==> src/rtl/rf_bypass_sb_pkg.sv <==
// Shared register-file constants and select helpers used by decode, the hazard unit and the RF.
package rf_bypass_sb_pkg;
  localparam int RF_WIDTH = 16;
  localparam int RF_NREGS = 8;
  localparam int RF_SELW  = 3;
  localparam int R0_IDX   = 0;

  typedef logic [RF_SELW-1:0] regsel_t;

  // A select addresses a real register.
  function automatic logic sel_in_range(input int sel, input int nregs);
    return (sel < nregs);
  endfunction

  // A select addresses a register that can be written or become busy.
  function automatic logic sel_writable(input int sel, input int nregs, input int r0_zero);
    return (sel < nregs) && !((r0_zero == 1) && (sel == R0_IDX));
  endfunction
endpackage

==> src/rtl/rf_bypass_sb_scoreboard.sv <==
// Per-register busy scoreboard for RAW stall detection; produces the read-port ready flags.
module rf_scoreboard
  import rf_bypass_sb_pkg::*;
#(
  parameter int NREGS   = RF_NREGS,
  parameter int SELW    = RF_SELW,
  parameter int BYPASS  = 1,
  parameter int R0_ZERO = 0
) (
  input  logic            clk,
  input  logic            rst,
  input  logic            issue,
  input  logic [SELW-1:0] issueregsel,
  input  logic            write,
  input  logic [SELW-1:0] writeregsel,
  input  logic [SELW-1:0] read1regsel,
  input  logic [SELW-1:0] read2regsel,
  output logic            read1ready,
  output logic            read2ready
);
  logic [NREGS-1:0] busy_r;
  logic [NREGS-1:0] busy_nxt_s;
  logic             issue_ok_s;
  logic             write_ok_s;

  assign issue_ok_s = issue && !rst && sel_writable(32'(issueregsel), NREGS, R0_ZERO);
  assign write_ok_s = write && !rst && sel_writable(32'(writeregsel), NREGS, R0_ZERO);

  function automatic logic port_ready(input logic [SELW-1:0] sel);
    logic rdy;
    if (!sel_in_range(32'(sel), NREGS)) begin
      rdy = 1'b1;
    end else if ((BYPASS == 1) && write_ok_s && (writeregsel == sel)) begin
      rdy = 1'b1;
    end else begin
      rdy = !busy_r[sel];
    end
    return rdy;
  endfunction

  // Next busy vector: a new producer (issue) outranks a completing writer.
  always_comb begin
    busy_nxt_s = busy_r;
    for (int i = 0; i < NREGS; i++) begin
      if (issue_ok_s && (issueregsel == SELW'(i))) begin
        busy_nxt_s[i] = 1'b1;
      end else if (write_ok_s && (writeregsel == SELW'(i))) begin
        busy_nxt_s[i] = 1'b0;
      end else begin
        busy_nxt_s[i] = busy_r[i];
      end
    end
  end

  // Busy register; reset drops every pending producer.
  always_ff @(posedge clk) begin
    if (rst) begin
      busy_r <= '0;
    end else begin
      busy_r <= busy_nxt_s;
    end
  end

  assign read1ready = port_ready(read1regsel);
  assign read2ready = port_ready(read2regsel);
endmodule

==> src/rtl/rf_bypass_sb.sv <==
// Parametrised 2-read/1-write register file with optional write bypass, optional zero R0
// and a busy scoreboard for decode-stage RAW stalls.
module rf_bypass_sb
  import rf_bypass_sb_pkg::*;
#(
  parameter int WIDTH   = RF_WIDTH,
  parameter int NREGS   = RF_NREGS,
  parameter int SELW    = RF_SELW,
  parameter int BYPASS  = 1,
  parameter int R0_ZERO = 0
) (
  input  logic             clk,
  input  logic             rst,
  input  logic [SELW-1:0]  read1regsel,
  input  logic [SELW-1:0]  read2regsel,
  output logic [WIDTH-1:0] read1data,
  output logic [WIDTH-1:0] read2data,
  output logic             read1ready,
  output logic             read2ready,
  input  logic [SELW-1:0]  writeregsel,
  input  logic [WIDTH-1:0] writedata,
  input  logic             write,
  input  logic             issue,
  input  logic [SELW-1:0]  issueregsel,
  output logic             err
);
  logic [WIDTH-1:0] regs_r [NREGS];
  logic             write_ok_s;

  assign write_ok_s = write && !rst && sel_writable(32'(writeregsel), NREGS, R0_ZERO);

  function automatic logic [WIDTH-1:0] read_mux(input logic [SELW-1:0] sel);
    logic [WIDTH-1:0] d;
    if (!sel_in_range(32'(sel), NREGS)) begin
      d = '0;
    end else if ((R0_ZERO == 1) && (32'(sel) == R0_IDX)) begin
      d = '0;
    end else if ((BYPASS == 1) && write_ok_s && (writeregsel == sel)) begin
      d = writedata;
    end else begin
      d = regs_r[sel];
    end
    return d;
  endfunction

  // Storage array; out-of-range and R0 (when hard-wired) writes never land.
  always_ff @(posedge clk) begin
    if (rst) begin
      for (int i = 0; i < NREGS; i++) begin
        regs_r[i] <= '0;
      end
    end else if (write_ok_s) begin
      regs_r[writeregsel] <= writedata;
    end
  end

  assign read1data = read_mux(read1regsel);
  assign read2data = read_mux(read2regsel);

  assign err = !sel_in_range(32'(read1regsel), NREGS)
            || !sel_in_range(32'(read2regsel), NREGS)
            || (write && !sel_in_range(32'(writeregsel), NREGS))
            || (issue && !sel_in_range(32'(issueregsel), NREGS));

  rf_scoreboard #(
    .NREGS  (NREGS),
    .SELW   (SELW),
    .BYPASS (BYPASS),
    .R0_ZERO(R0_ZERO)
  ) u_sb (
    .clk        (clk),
    .rst        (rst),
    .issue      (issue),
    .issueregsel(issueregsel),
    .write      (write),
    .writeregsel(writeregsel),
    .read1regsel(read1regsel),
    .read2regsel(read2regsel),
    .read1ready (read1ready),
    .read2ready (read2ready)
  );
endmodule

==> config.mk <==
export PLATFORM = sky130hd
export DESIGN_NAME = rf_bypass_sb
export DESIGN_NICKNAME = d
export VERILOG_FILES = /design/src/rtl/rf_bypass_sb_pkg.sv /design/src/rtl/rf_bypass_sb_scoreboard.sv /design/src/rtl/rf_bypass_sb.sv
export SDC_FILE = /design/constraint.sdc
export NUM_CORES = 1
export LEC_CHECK = 0
export ABC_AREA = 1
export ABC_CLOCK_PERIOD_IN_PS = 5900
export BUFFER_PORTS_ARGS = -buffer_cell sky130_fd_sc_hd__buf_4
export CORE_MARGIN = 4
export CORE_UTILIZATION = 40
export CTS_CLUSTER_DIAMETER = 120
export DETAILED_ROUTE_END_ITERATION = 10
export HOLD_SLACK_MARGIN = 0.1
export PLACE_DENSITY_LB_ADDON = 0.2
export SYNTH_ARGS = -nofsm -noshare
export SYNTH_HDL_FRONTEND = slang
export SYNTH_SLANG_ARGS = --single-unit
==> constraint.sdc <==
create_clock -name clk -period 5.9 [get_ports clk]
set_clock_uncertainty 0.15 [all_clocks]
set_input_delay 0.885 -clock clk [delete_from_list [all_inputs] [get_ports clk]]
set_output_delay 0.885 -clock clk [all_outputs]
set_load 0.01 [all_outputs]
Word-level counts from Yosys, hierarchy flattened
Memory sizes are Yosys's and may differ from the RTL's.
Cells that the tools add are included.
{"block": "word_totals", "ff_bits": 8, "mem_bits_rw": 128, "in_bits": 32, "output_inout_bits": 35, "n_memories": 1}
{"block": "op_classes", "order_cmp": 2, "n_eq_ne": 16, "mux": 32, "n_reduce_logical": 34}
{"memory": "regs_r", "words": 8, "word_bits": 16, "rd": 2, "rd_clocked_by_memory_dff": 0, "wr": 8, "line": "rf_bypass_sb.sv:27", "rtl": "logic [WIDTH-1:0] regs_r [NREGS];"}
{"cell": "2-to-1 mux 16 bit", "n": 3}
{"cell": "2-to-1 mux 1 bit", "n": 26}
{"cell": "== test 3 bit (second input constant)", "n": 8}
{"cell": "logical AND 1 bit", "n": 20}
{"cell": "nonzero test 2 bit", "n": 8}
{"cell": "OR reduction 16 bit", "n": 1}
{"cell": "== test 3 x 2 -> 1 bit (second input constant)", "n": 4}
{"cell": "less-than comparator 3 x 4 -> 1 bit (second input constant)", "n": 2}
{"cell": "binary-select mux 1 bit (select 3 bit)", "n": 2}
{"cell": "== test 3 x 1 -> 1 bit (second input constant)", "n": 2}
{"cell": "== test 3 bit", "n": 2}
{"cell": "logical NOT 3 bit", "n": 2}
{"cell": "logical NOT 1 bit", "n": 3}
{"cell": "2-to-1 mux 3 bit", "n": 1}

Logic depth before layout (Yosys ltp)
Gate-level depths: netlist of run 1.
{"block": "logic_depth", "ltp_word": 7, "mapped_depth": 10, "ltp_nobuf": 8}

Cells and area by module
From an unflattened synthesis of run 1, not the netlist that was laid out.
{"block": "hier_totals", "cells_unflattened": 1179, "hier_area_um2": 8509.4}
{"module": "rf_bypass_sb", "instances": 1, "cells_each": 1061, "area_per_inst_um2": 7827.5, "seq_area_each_um2": 3843.7}
{"module": "rf_scoreboard", "instances": 1, "cells_each": 118, "area_per_inst_um2": 681.9, "seq_area_each_um2": 160.2}

Least setup slack after synthesis of run 1
No wires, ideal clock.
{"block": "synth_path", "kind": "input to output", "startpoint": "in read2regsel[1]", "endpoint": "out read2data[10]", "arrival_time_ps": 1744, "required_ps": 4865, "slack_ps": 3121, "path_stages": 9, "path_buffers": 2, "path_cell_list": "buf_4 inv_2 nor2_1 nor2_2 nand2_4 inv_6 buf_12 nand2_1 nand2_1"}
{"block": "synth_between", "elab_chain_len": 3}
{"item": "start, declared", "line": "rf_bypass_sb.sv:15", "rtl": "input logic [SELW-1:0] read2regsel,"}
{"item": "branches (longest 2 deep; another with memory (8 x 16 bit))"}
{"item": "2-to-1 mux 16 bit (*)", "line": "rf_bypass_sb.sv:38", "rtl": "end else if ((BYPASS == 1) && write_ok_s && (writeregsel == sel)) begin"}
{"item": "end, declared", "line": "rf_bypass_sb.sv:17", "rtl": "output logic [WIDTH-1:0] read2data,"}
Every way passes the cells marked *.

Worst setup path after layout of run 1
{"block": "layout_path", "startpoint": "in read2regsel[1]", "endpoint": "out read2data[12]"}
The elaborated chain is that of the path after synthesis.

==> flow_summary.html, run 1 <==
<table>
<tr><th>Metric</th><th>Value</th></tr>
<tr><th colspan="2">GRT</th></tr>
<tr><td>Fraction of met1 tracks used by global routing</td><td>32.7%</td></tr>
<tr><td>Vias in the first global route</td><td>7104</td></tr>
<tr><td>Global-route congestion overflow total</td><td>0</td></tr>
<tr><td>Maximum number of pins on one net before global-route repair</td><td>70</td></tr>
<tr><td>GR Layer Usage met3</td><td>5.20%</td></tr>
<tr><td>Grt met2 use</td><td>36.2%</td></tr>
<tr><td>Overall fraction of global-route tracks in use</td><td>23.4%</td></tr>
<tr><td>Initial antenna violation count</td><td>0</td></tr>
<tr><td>Global-route layer with the greatest usage</td><td>met2</td></tr>
<tr><td>Global-route wire length before repair</td><td>41.6 mm</td></tr>
<tr><th colspan="2">Die</th></tr>
<tr><td>DIE WIDTH</td><td>152 um</td></tr>
<tr><td>Initial cell density of the core</td><td>40.8%</td></tr>
<tr><td>Core Area</td><td>20400 sq um</td></tr>
<tr><td>Site row count</td><td>52</td></tr>
<tr><td>Boundary pin count</td><td>67</td></tr>
<tr><td>Area of the die</td><td>23200 sq um</td></tr>
<tr><td>DIE HEIGHT</td><td>152 um</td></tr>
<tr><th colspan="2">CTS</th></tr>
<tr><td>Quantity of hold-fixing buffers added after cts</td><td>0</td></tr>
<tr><td>Clock tree from TritonCTS</td><td>built</td></tr>
<tr><td>Clock Pin Slew Worst Setup and Hold Paths</td><td>60 ps</td></tr>
<tr><td>Clock latency at the later pin of the worst-skew pair</td><td>430 ps</td></tr>
<tr><td>Maximum level of the CTS H-tree</td><td>4</td></tr>
<tr><td>Max Root-Sink Buffers</td><td>2</td></tr>
<tr><td>Number of post-CTS setup repair buffers</td><td>0</td></tr>
<tr><td>Clock sink total</td><td>136</td></tr>
<tr><td>Number of buffers created by CTS</td><td>17</td></tr>
<tr><td>Cells resized by post-CTS repair</td><td>0</td></tr>
<tr><td>Clock root buffer</td><td>clkbuf_16</td></tr>
<tr><th colspan="2">Power</th></tr>
<tr><td>Switching portion of total power</td><td>27.4%</td></tr>
<tr><td>Internal power component</td><td>1.92 mW</td></tr>
<tr><td>Largest vdd supply drop</td><td>0.209 mV</td></tr>
<tr><td>Standby leakage power</td><td>4.56 nW</td></tr>
<tr><td>Power share of the combinational group</td><td>16.0%</td></tr>
<tr><td>Relative contribution of sequential cells to total power</td><td>42.7%</td></tr>
<tr><td>NetSw</td><td>0.726 mW</td></tr>
<tr><td>Clock share of power</td><td>41.2%</td></tr>
<tr><td>Power per cell area</td><td>281 nW/um^2</td></tr>
<tr><th colspan="2">Placed design</th></tr>
<tr><td>GP Congestion</td><td>0.869</td></tr>
<tr><td>Port-buffer cells</td><td>65</td></tr>
<tr><td>HPWL after detailed placement</td><td>15.6 mm</td></tr>
<tr><th colspan="2">Routing</th></tr>
<tr><td>Final routed wire length divided by cell count</td><td>19.1 um</td></tr>
<tr><td>1st-pass router iterations</td><td>5</td></tr>
<tr><td>Wire length reported by the detailed router</td><td>27.6 mm</td></tr>
<tr><td>Per-cell via count in the routed design</td><td>5.31</td></tr>
<tr><td>Total number of vias</td><td>7683</td></tr>
<tr><td>Iter 0 DRT Violations</td><td>815</td></tr>
<tr><td>Count of nets left with antenna violations after detail routing</td><td>0</td></tr>
<tr><td>DR DRC count</td><td>0</td></tr>
<tr><th colspan="2">Min path</th></tr>
<tr><td>Worst hold path type</td><td>reg -&gt; reg</td></tr>
<tr><td>Beginning of the worst hold path</td><td>u_sb.busy_r[4]</td></tr>
<tr><th colspan="2">Yosys</th></tr>
<tr><td>Avg Inst Size Synth</td><td>7.31 sq um</td></tr>
<tr><td>Area of the mapped netlist</td><td>8310 sq um</td></tr>
<tr><td>Largest cells by area after synthesis</td><td>edfxtp_1 (46%), nand2_1 (16%), nand3_1 (14%)</td></tr>
<tr><td>Post-synthesis net count</td><td>1170</td></tr>
<tr><td>Sequential fraction of the synthesis area</td><td>48.2%</td></tr>
<tr><td>Area share of the largest cell type after synthesis</td><td>46.2%</td></tr>
<tr><td>Yosys top cell by area</td><td>edfxtp_1</td></tr>
<tr><td>Post-Synthesis Cells</td><td>1138</td></tr>
<tr><td>Seq cells post-synth</td><td>136</td></tr>
<tr><td>Unique masters post-synth</td><td>21</td></tr>
<tr><td>Total of warnings raised by yosys</td><td>0</td></tr>
<tr><th colspan="2">STA</th></tr>
<tr><td>Share of the clock period used by the worst path after layout</td><td>67.6%</td></tr>
<tr><td>Setup TNS</td><td>0 ps</td></tr>
<tr><td>Count of endpoints failing setup in the final report</td><td>0</td></tr>
<tr><td>Fmax achieved</td><td>251 MHz</td></tr>
<tr><td>Worst Tran Pin Value</td><td>1100 ps</td></tr>
<tr><td>Final count of pins violating max slew</td><td>0</td></tr>
<tr><td>Crit path time final</td><td>3990 ps</td></tr>
<tr><td>RSZ-0062 raised after global routing</td><td>no</td></tr>
<tr><td>Hold violation count in the final report</td><td>0</td></tr>
<tr><td>Tightest slew margin relative to the limit</td><td>26.4%</td></tr>
<tr><th colspan="2">Finish</th></tr>
<tr><td>Commonest cells after routing, fill and taps aside</td><td>nand2_1 (365), nand3_1 (236), nor2_1 (154), inv_1 (143), edfxtp_1 (128)</td></tr>
<tr><td>Count of fill cells added during filler insertion</td><td>2059</td></tr>
<tr><td>Post-layout net count</td><td>1195</td></tr>
<tr><td>N_diodes</td><td>0</td></tr>
<tr><td>Share of the core filled with cells in the final layout</td><td>46.2%</td></tr>
<tr><td>Most common cell after layout, fill and taps aside</td><td>nand2_1</td></tr>
<tr><td>Area taken by flip-flops and latches</td><td>4000 sq um</td></tr>
<tr><td>Relative area change from synthesis to final layout</td><td>13.2%</td></tr>
<tr><td>Area used by multi-input combinational logic</td><td>3340 sq um</td></tr>
<tr><td>Share of post-route cells with drive strength above 1</td><td>11.1%</td></tr>
<tr><th colspan="2">Setup path</th></tr>
<tr><td>Type of the worst setup path</td><td>in -&gt; out</td></tr>
<tr><td>Launch point of the worst reg-to-reg path</td><td>u_sb.busy_r[5]</td></tr>
<tr><td>Worst setup slack for register-to-register paths</td><td>5130 ps</td></tr>
<tr><td>Peak fanout along the critical path</td><td>36</td></tr>
<tr><td>Setup crit end kind</td><td>output port</td></tr>
<tr><td>Arrival time of the worst setup path</td><td>2960 ps</td></tr>
<tr><td>Origin of the worst setup path</td><td>read2regsel[1]</td></tr>
<tr><td>Endpoint required time on the critical path</td><td>4870 ps</td></tr>
<tr><td>Kind of start point of the critical path</td><td>primary input</td></tr>
<tr><th colspan="2">Run status</th></tr>
<tr><td>Result of the run</td><td>finished clean</td></tr>
<tr><th colspan="2">Flow run</th></tr>
<tr><td>Max capacitance violation total</td><td>0</td></tr>
</table>
[worst max-delay path, stage by stage]
cell	delay, ps
buf_4	430
inv_2	520
nand2_1	170
nand2_1	70
nor2_2	120
nand2_4	210
inv_6	240
nand2_1	70
nand2_1	70
buf_4	110
[cell families after synthesis]
logic type	synth area share, %
other	0.0451
buffers and inverters	11.6
DFF	48.2
and+or+nand+nor	39.7
AOI/OAI and AO/OA	0.482
[cell usage after synthesis]
cell      number
nand2_1      365
nand3_1      236
nor2_1       154
inv_1        143
edfxtp_1     128
buf_2         35
clkbuf_1      13
buf_4         10
dfxtp_1        8
inv_2          8
o21ai_0        8
nand2_2        6
nand2_4        6
nor2_4         4
buf_6          3
nor2_2         3
buf_12         2
clkinv_1       2
inv_6          2
buf_1          1
conb_1         1
[cell type report]
cell class | count | area share, %
clock buffers | 25 | 6.06
clock inverters | 7 | 0.465
inverters | 155 | 6.29
multi-input cells | 783 | 35.5
flip-flops and latches | 136 | 42.5
well taps | 270 | 3.59
repair buffers | 70 | 5.58
[metrics by stage]
stage          worst slack, ps  hold slack, ps  cell area (sq um)  cells  power, mW
4_1_cts                   2000             336               9420   1446       2.64
3_3_place_gp              2000             323               8800   1414       1.57
2_1_floorplan             3120             299               8310   1138       1.41
3_5_place_dp              2000             326               8800   1414       1.57
5_1_grt                   1840             361               9420   1446       2.74
6_report                  1910             336               9420   1446       2.65
[sequential cells by signal, summed over array words and instances, names as in the netlist]
register,flops
regs_r,128
u_sb.busy_r,8
[power by group through the flow]
stage | Combinational (mW) | Sequential (mW) | Clock (mW)
floorplan | 0.264 | 1.15 | 0
finish | 0.424 | 1.13 | 1.09
CTS | 0.419 | 1.13 | 1.09
global placement | 0.416 | 1.15 | 0
global route | 0.465 | 1.14 | 1.14
detailed placement | 0.417 | 1.15 | 0
[metal layers]
metal	vias to the layer above	part of all wire, %
li1	3649	-
met1	3510	42
met2	463	44
met3	61	11
met4	0	2.6
met5	-	0
[path summary, 6_finish.rpt]
| check | to | depth (start not counted) |
|---|---|---|
| setup / recovery | read2data[12] | 10 |
| hold / removal | u_sb.busy_r[4] | 2 |
| setup reg to reg | u_sb.busy_r[5] | 2 |
| hold reg to reg | u_sb.busy_r[4] | 2 |
Power figures use the tool's default switching activity.
==> run 2, diff against run 1 <==
- ABC_CLOCK_PERIOD_IN_PS: 5900 -> 3800
- clock period: 5.9 -> 3.8 ns (I/O delays scaled with it)
==> flow_summary.html, run 2 (synthesized netlist as in run 1, its figures left out) <==
<table>
<tr><th>Metric</th><th>Value</th></tr>
<tr><th colspan="2">Finish</th></tr>
<tr><td>Most common cell after layout, fill and taps aside</td><td>nand2_1</td></tr>
<tr><td>Share of the core filled with cells in the final layout</td><td>46.6%</td></tr>
<tr><td>Commonest cells after routing, fill and taps aside</td><td>nand2_1 (365), nand3_1 (236), nor2_1 (154), inv_1 (143), edfxtp_1 (128)</td></tr>
<tr><td>Area used by multi-input combinational logic</td><td>3340 sq um</td></tr>
<tr><td>Largest registers ranked by flip-flop count</td><td>regs_r x128, u_sb.busy_r x8</td></tr>
<tr><td>Count of fill cells added during filler insertion</td><td>2059</td></tr>
<tr><td>Area taken by flip-flops and latches</td><td>4000 sq um</td></tr>
<tr><td>Relative area change from synthesis to final layout</td><td>14.2%</td></tr>
<tr><td>Top register by number of flip-flops</td><td>regs_r</td></tr>
<tr><td>Final standard cell count with taps included and fillers excluded</td><td>1462</td></tr>
<tr><td>Max FFs per register</td><td>128</td></tr>
<tr><td>Post-route design area</td><td>9500 sq um</td></tr>
<tr><td>Share of post-route cells with drive strength above 1</td><td>12.0%</td></tr>
<tr><td>N_diodes</td><td>0</td></tr>
<tr><td>Post-layout net count</td><td>1211</td></tr>
<tr><th colspan="2">Flow run</th></tr>
<tr><td>Max capacitance violation total</td><td>0</td></tr>
<tr><th colspan="2">Setup path</th></tr>
<tr><td>Setup crit end kind</td><td>output port</td></tr>
<tr><td>Peak fanout along the critical path</td><td>19</td></tr>
<tr><td>Kind of start point of the critical path</td><td>primary input</td></tr>
<tr><td>Arrival time of the worst setup path</td><td>2210 ps</td></tr>
<tr><td>Worst setup slack for register-to-register paths</td><td>3020 ps</td></tr>
<tr><td>Endpoint required time on the critical path</td><td>3080 ps</td></tr>
<tr><td>Type of the worst setup path</td><td>in -&gt; out</td></tr>
<tr><th colspan="2">CTS</th></tr>
<tr><td>Clock sink total</td><td>136</td></tr>
<tr><td>Clock Pin Slew Worst Setup and Hold Paths</td><td>60 ps</td></tr>
<tr><td>Quantity of hold-fixing buffers added after cts</td><td>0</td></tr>
<tr><td>Number of post-CTS setup repair buffers</td><td>0</td></tr>
<tr><td>Number of buffers created by CTS</td><td>17</td></tr>
<tr><td>Maximum level of the CTS H-tree</td><td>4</td></tr>
<tr><td>Cells resized by post-CTS repair</td><td>0</td></tr>
<tr><td>Max Root-Sink Buffers</td><td>2</td></tr>
<tr><td>Clock latency at the later pin of the worst-skew pair</td><td>430 ps</td></tr>
<tr><td>Clock tree from TritonCTS</td><td>built</td></tr>
<tr><td>Clock root buffer</td><td>clkbuf_16</td></tr>
<tr><th colspan="2">Placed design</th></tr>
<tr><td>Port-buffer cells</td><td>65</td></tr>
<tr><td>Number of cells after detailed placement</td><td>1430</td></tr>
<tr><td>HPWL after detailed placement</td><td>17.2 mm</td></tr>
<tr><td>GP Congestion</td><td>0.879</td></tr>
<tr><td>Instance area at placement</td><td>8930 sq um</td></tr>
<tr><th colspan="2">Die</th></tr>
<tr><td>Initial cell density of the core</td><td>40.8%</td></tr>
<tr><td>Site row count</td><td>52</td></tr>
<tr><td>DIE HEIGHT</td><td>152 um</td></tr>
<tr><td>Boundary pin count</td><td>67</td></tr>
<tr><td>DIE WIDTH</td><td>152 um</td></tr>
<tr><td>Area of the die</td><td>23200 sq um</td></tr>
<tr><td>Core Area</td><td>20400 sq um</td></tr>
<tr><th colspan="2">GRT</th></tr>
<tr><td>Global-route wire length before repair</td><td>42.7 mm</td></tr>
<tr><td>Maximum number of pins on one net before global-route repair</td><td>53</td></tr>
<tr><td>Global-route congestion overflow total</td><td>0</td></tr>
<tr><td>GR Layer Usage met3</td><td>5.03%</td></tr>
<tr><td>Overall fraction of global-route tracks in use</td><td>23.8%</td></tr>
<tr><td>Initial antenna violation count</td><td>0</td></tr>
<tr><td>Grt met2 use</td><td>38.6%</td></tr>
<tr><td>Global-route layer with the greatest usage</td><td>met2</td></tr>
<tr><td>Fraction of met1 tracks used by global routing</td><td>32.5%</td></tr>
<tr><td>Vias in the first global route</td><td>7437</td></tr>
<tr><th colspan="2">Min path</th></tr>
<tr><td>Worst hold path type</td><td>in -&gt; reg</td></tr>
<tr><th colspan="2">STA</th></tr>
<tr><td>Count of endpoints failing setup in the final report</td><td>0</td></tr>
<tr><td>RSZ-0062 raised after global routing</td><td>no</td></tr>
<tr><td>Final count of pins violating max slew</td><td>0</td></tr>
<tr><td>Crit path time final</td><td>2930 ps</td></tr>
<tr><td>Tightest slew margin relative to the limit</td><td>61.2%</td></tr>
<tr><td>Setup TNS</td><td>0 ps</td></tr>
<tr><td>Fmax achieved</td><td>341 MHz</td></tr>
<tr><td>Hold violation count in the final report</td><td>0</td></tr>
<tr><td>Share of the clock period used by the worst path after layout</td><td>77.1%</td></tr>
<tr><td>Worst Tran Pin Value</td><td>579 ps</td></tr>
<tr><th colspan="2">Routing</th></tr>
<tr><td>1st-pass router iterations</td><td>7</td></tr>
<tr><td>Wire length reported by the detailed router</td><td>27.6 mm</td></tr>
<tr><td>Iter 0 DRT Violations</td><td>958</td></tr>
<tr><td>Final routed wire length divided by cell count</td><td>18.9 um</td></tr>
<tr><td>Total number of vias</td><td>7720</td></tr>
<tr><td>Count of nets left with antenna violations after detail routing</td><td>0</td></tr>
<tr><td>DR DRC count</td><td>0</td></tr>
<tr><td>Per-cell via count in the routed design</td><td>5.28</td></tr>
<tr><th colspan="2">Power</th></tr>
<tr><td>Clock share of power</td><td>40.0%</td></tr>
<tr><td>Relative contribution of sequential cells to total power</td><td>43.4%</td></tr>
<tr><td>Power share of the combinational group</td><td>16.6%</td></tr>
<tr><td>Standby leakage power</td><td>4.59 nW</td></tr>
<tr><td>Internal power component</td><td>2.90 mW</td></tr>
<tr><td>Switching portion of total power</td><td>28.2%</td></tr>
<tr><td>Largest vdd supply drop</td><td>0.308 mV</td></tr>
<tr><td>Power per cell area</td><td>426 nW/um^2</td></tr>
<tr><td>NetSw</td><td>1.14 mW</td></tr>
<tr><th colspan="2">Run status</th></tr>
<tr><td>Result of the run</td><td>finished clean</td></tr>
</table>
-- run 2: changes by cell type in the layout (fill, tap and decap cells not counted) --
cell,change
inv_4,-4
buf_4,+15
clkinv_2,+1
clkbuf_8,-3
clkinvlp_4,+5
bufinv_16,+2
clkinv_1,+3
buf_12,+1
clkbuf_16,-4
-- run 2: cell type report --
cell class                 count  area share (%)
inverter                     155            6.23
clock buffer                  18            4.52
clock inverter                14            1.40
multi-input combinational    783            35.2
sequential                   136            42.2
tap                          270            3.56
timing repair buffer          86            6.93
-- run 2: final timing paths --
| check | startpoint | end | cells past startpoint |
|---|---|---|---|
| worst max-delay path | read2regsel[2] | read2data[7] | 10 |
| worst max register to register | u_sb.busy_r[0] | u_sb.busy_r[0] | 2 |
| worst min register to register | u_sb.busy_r[7] | u_sb.busy_r[7] | 2 |
| worst min-delay path | issueregsel[0] | u_sb.busy_r[0] | 4 |
-- run 2: routing by layer --
layer,part of all wire (%),vias up,routed length [um]
met3,8.7,60,2390
li1,-,3670,-
met1,43,3597,11900
met4,2.3,0,627
met2,46,393,12600
met5,0,-,0
-- run 2: stage by stage --
stage | hold WS (ps) | worst slack [ps] | power, mW
3_5_place_dp | 332 | 893 | 2.45
4_1_cts | 277 | 890 | 4.04
2_1_floorplan | 299 | 1630 | 2.19
5_1_grt | 301 | 757 | 4.20
6_report | 283 | 870 | 4.04
3_3_place_gp | 318 | 921 | 2.45
-- run 2: power groups by stage --
| stage | Sequential (mW) | Combinational (mW) | Clock, mW |
|---|---|---|---|
| floorplan | 1.78 | 0.410 | 0 |
| global placement | 1.78 | 0.664 | 0 |
| detailed placement | 1.79 | 0.665 | 0 |
| CTS | 1.75 | 0.668 | 1.62 |
| global route | 1.76 | 0.743 | 1.69 |
| finish | 1.75 | 0.673 | 1.62 |
-- run 2: worst max-delay path: stages --
cell and delay [ps]:
buf_4 300, inv_2 280, nand2_1 140, nand2_2 70
nor2_4 120, nand2_4 200, inv_6 230, nand2_1 80
nand2_1 70, buf_4 110
==> run 3, diff against run 2 <==
- ABC_CLOCK_PERIOD_IN_PS: 3800 -> 2800
- clock period: 3.8 -> 2.8 ns (I/O delays scaled with it)
==> flow_summary.html, run 3 (synthesized netlist as in run 1, its figures left out) <==
<table>
<tr><th>Metric</th><th>Value</th></tr>
<tr><th colspan="2">Setup path</th></tr>
<tr><td>Slowest library cell on the worst path</td><td>buf_4</td></tr>
<tr><td>Type of the worst setup path</td><td>in -&gt; out</td></tr>
<tr><td>Critical Path Max Stage Delay</td><td>260 ps</td></tr>
<tr><td>Peak fanout along the critical path</td><td>22</td></tr>
<tr><td>Arrival time of the worst setup path</td><td>1880 ps</td></tr>
<tr><td>Launch point of the worst reg-to-reg path</td><td>u_sb.busy_r[6]</td></tr>
<tr><td>Crit path buf inv count</td><td>4</td></tr>
<tr><td>Endpoint required time on the critical path</td><td>2230 ps</td></tr>
<tr><td>Worst setup slack for register-to-register paths</td><td>2070 ps</td></tr>
<tr><td>Setup crit end kind</td><td>output port</td></tr>
<tr><td>Cells traversed along the worst timing path</td><td>buf_4 &gt; inv_2 &gt; nand2_1 &gt; nand2_1 &gt; nor2_4 &gt; nand2_4 &gt; inv_6 &gt; nand2_1 &gt; nand2_1 &gt; buf_4</td></tr>
<tr><td>Gate family responsible for the most delay along the worst path</td><td>buffers and inverters</td></tr>
<tr><td>Count of cells along the worst register-to-register path</td><td>2</td></tr>
<tr><td>Cell type with the highest occurrence count on the critical path</td><td>nand2_1</td></tr>
<tr><td>Destination of the worst register-to-register timing path</td><td>u_sb.busy_r[6]</td></tr>
<tr><td>Kind of start point of the critical path</td><td>primary input</td></tr>
<tr><th colspan="2">CTS</th></tr>
<tr><td>Clock sink total</td><td>136</td></tr>
<tr><td>Quantity of hold-fixing buffers added after cts</td><td>0</td></tr>
<tr><td>Number of buffers created by CTS</td><td>17</td></tr>
<tr><td>Max Root-Sink Buffers</td><td>2</td></tr>
<tr><td>Clock root buffer</td><td>clkbuf_16</td></tr>
<tr><td>Clock tree from TritonCTS</td><td>built</td></tr>
<tr><td>Clock Pin Slew Worst Setup and Hold Paths</td><td>60 ps</td></tr>
<tr><td>Number of post-CTS setup repair buffers</td><td>0</td></tr>
<tr><td>Cells resized by post-CTS repair</td><td>0</td></tr>
<tr><td>Maximum level of the CTS H-tree</td><td>4</td></tr>
<tr><td>Clock latency at the later pin of the worst-skew pair</td><td>420 ps</td></tr>
<tr><th colspan="2">Routing</th></tr>
<tr><td>Final routed wire length divided by cell count</td><td>18.7 um</td></tr>
<tr><td>Wire length on met2</td><td>12.4 mm</td></tr>
<tr><td>DR DRC count</td><td>0</td></tr>
<tr><td>Highest metal layer with signal wires</td><td>met4</td></tr>
<tr><td>Total number of vias</td><td>7786</td></tr>
<tr><td>Routed metal-1 wire length</td><td>12.0 mm</td></tr>
<tr><td>Met3 Routed Length</td><td>2.41 mm</td></tr>
<tr><td>Per-cell via count in the routed design</td><td>5.27</td></tr>
<tr><td>Iter 0 DRT Violations</td><td>934</td></tr>
<tr><td>1st-pass router iterations</td><td>5</td></tr>
<tr><td>Count of nets left with antenna violations after detail routing</td><td>0</td></tr>
<tr><td>Wire length reported by the detailed router</td><td>27.6 mm</td></tr>
<tr><th colspan="2">Min path</th></tr>
<tr><td>Beginning of the worst hold path</td><td>issueregsel[0]</td></tr>
<tr><td>Terminating pin of the worst hold path</td><td>u_sb.busy_r[0]</td></tr>
<tr><td>Worst hold path type</td><td>in -&gt; reg</td></tr>
<tr><td>Depth of the worst hold-timing path</td><td>4</td></tr>
<tr><th colspan="2">STA</th></tr>
<tr><td>Fmax achieved</td><td>408 MHz</td></tr>
<tr><td>RSZ-0062 raised after global routing</td><td>no</td></tr>
<tr><td>Worst hold slack</td><td>129 ps</td></tr>
<tr><td>Final count of pins violating max slew</td><td>0</td></tr>
<tr><td>Share of the clock period used by the worst path after layout</td><td>87.6%</td></tr>
<tr><td>Hold violation count in the final report</td><td>0</td></tr>
<tr><td>Crit path time final</td><td>2450 ps</td></tr>
<tr><td>Count of endpoints failing setup in the final report</td><td>0</td></tr>
<tr><td>Setup TNS</td><td>0 ps</td></tr>
<tr><th colspan="2">GRT</th></tr>
<tr><td>Initial antenna violation count</td><td>0</td></tr>
<tr><td>Global-route congestion overflow total</td><td>0</td></tr>
<tr><td>Global-route wire length before repair</td><td>42.6 mm</td></tr>
<tr><td>Overall fraction of global-route tracks in use</td><td>23.7%</td></tr>
<tr><td>Vias in the first global route</td><td>7274</td></tr>
<tr><td>Maximum number of pins on one net before global-route repair</td><td>38</td></tr>
<tr><th colspan="2">Die</th></tr>
<tr><td>DIE HEIGHT</td><td>152 um</td></tr>
<tr><td>Boundary pin count</td><td>67</td></tr>
<tr><td>DIE WIDTH</td><td>152 um</td></tr>
<tr><td>Core Area</td><td>20400 sq um</td></tr>
<tr><td>Initial cell density of the core</td><td>40.8%</td></tr>
<tr><td>Site row count</td><td>52</td></tr>
<tr><td>Area of the die</td><td>23200 sq um</td></tr>
<tr><th colspan="2">Placed design</th></tr>
<tr><td>Port-buffer cells</td><td>65</td></tr>
<tr><td>HPWL after detailed placement</td><td>17.0 mm</td></tr>
<tr><td>GP Congestion</td><td>0.854</td></tr>
<tr><th colspan="2">Flow run</th></tr>
<tr><td>Max capacitance violation total</td><td>0</td></tr>
<tr><th colspan="2">Finish</th></tr>
<tr><td>Commonest cells after routing, fill and taps aside</td><td>nand2_1 (365), nand3_1 (236), nor2_1 (154), inv_1 (143), edfxtp_1 (128)</td></tr>
<tr><td>N_diodes</td><td>0</td></tr>
<tr><td>Most common cell after layout, fill and taps aside</td><td>nand2_1</td></tr>
<tr><td>Post-layout net count</td><td>1227</td></tr>
<tr><td>Relative area change from synthesis to final layout</td><td>16.1%</td></tr>
<tr><td>Share of post-route cells with drive strength above 1</td><td>13.2%</td></tr>
<tr><td>Largest registers ranked by flip-flop count</td><td>regs_r x128, u_sb.busy_r x8</td></tr>
<tr><td>Max FFs per register</td><td>128</td></tr>
<tr><td>Top register by number of flip-flops</td><td>regs_r</td></tr>
<tr><th colspan="2">Power</th></tr>
<tr><td>Largest vdd supply drop</td><td>0.388 mV</td></tr>
<tr><td>Power per cell area</td><td>569 nW/um^2</td></tr>
<tr><td>Standby leakage power</td><td>4.71 nW</td></tr>
<tr><th colspan="2">Run status</th></tr>
<tr><td>Result of the run</td><td>finished clean</td></tr>
</table>
==> run 3: cell count changes in the layout (fill, tap and decap cells not counted), moves of 3 or more <==
cell,change
clkbuf_8,+4
clkinvlp_4,-5
clkinv_1,-3
buf_4,+14
==> run 3: worst reg2reg max path: cells and delay by family, from the launching register on <==
kind	cells	cell delay, ps
DFF	1	370
and+or+nand+nor	2	170
==> run 3: metrics by stage <==
step	utilization (%)	std cells	cell area, sq um	total power, mW	worst slack, ps
floorplan	-	1138	8310	2.97	780
global placement	44.6	1446	9080	3.34	341
detailed placement	44.6	1446	9080	3.34	337
CTS	47.4	1478	9660	5.51	332
global route	47.4	1478	9660	5.71	266
finish	47.4	1478	9660	5.49	347
==> run 3: routing by layer <==
metal / up-vias / global-route usage, %
li1: 3704 / -
met1: 3639 / 33.4
met2: 393 / 37.0
met3: 50 / 4.06
met4: 0 / 8.13
met5: - / 0
==> run 3: worst max path at each step <==
| stage | startpoint | cells past startpoint | to | slack, ps |
|---|---|---|---|---|
| after global placement | read1regsel[0] | 10 | read1data[14] | 340 |
| after detailed placement | read1regsel[0] | 10 | read1data[14] | 340 |
| after floorplan | write | 7 | regs_r[4][0] | 780 |
| final | read1regsel[0] | 10 | read1data[14] | 350 |
| after CTS | read1regsel[0] | 10 | read1data[14] | 330 |
| after global routing | read1regsel[0] | 10 | read1data[14] | 270 |
==> run 3: layout make-up <==
cell class	count	area (sq um)
fill	2069	10700
sequential	136	4000
multi-input combinational	783	3340
timing repair buffer	102	803
inverter	155	592
clock buffer	26	542
tap	270	338
clock inverter	6	35.0
==> run 3: power breakdown <==
part	switching [mW]	total [mW]	internal (mW)
logic	0.617	0.931	0.314
registers	0.0339	2.38	2.35
clock network	0.851	2.18	1.33
total	1.50	5.49	3.99
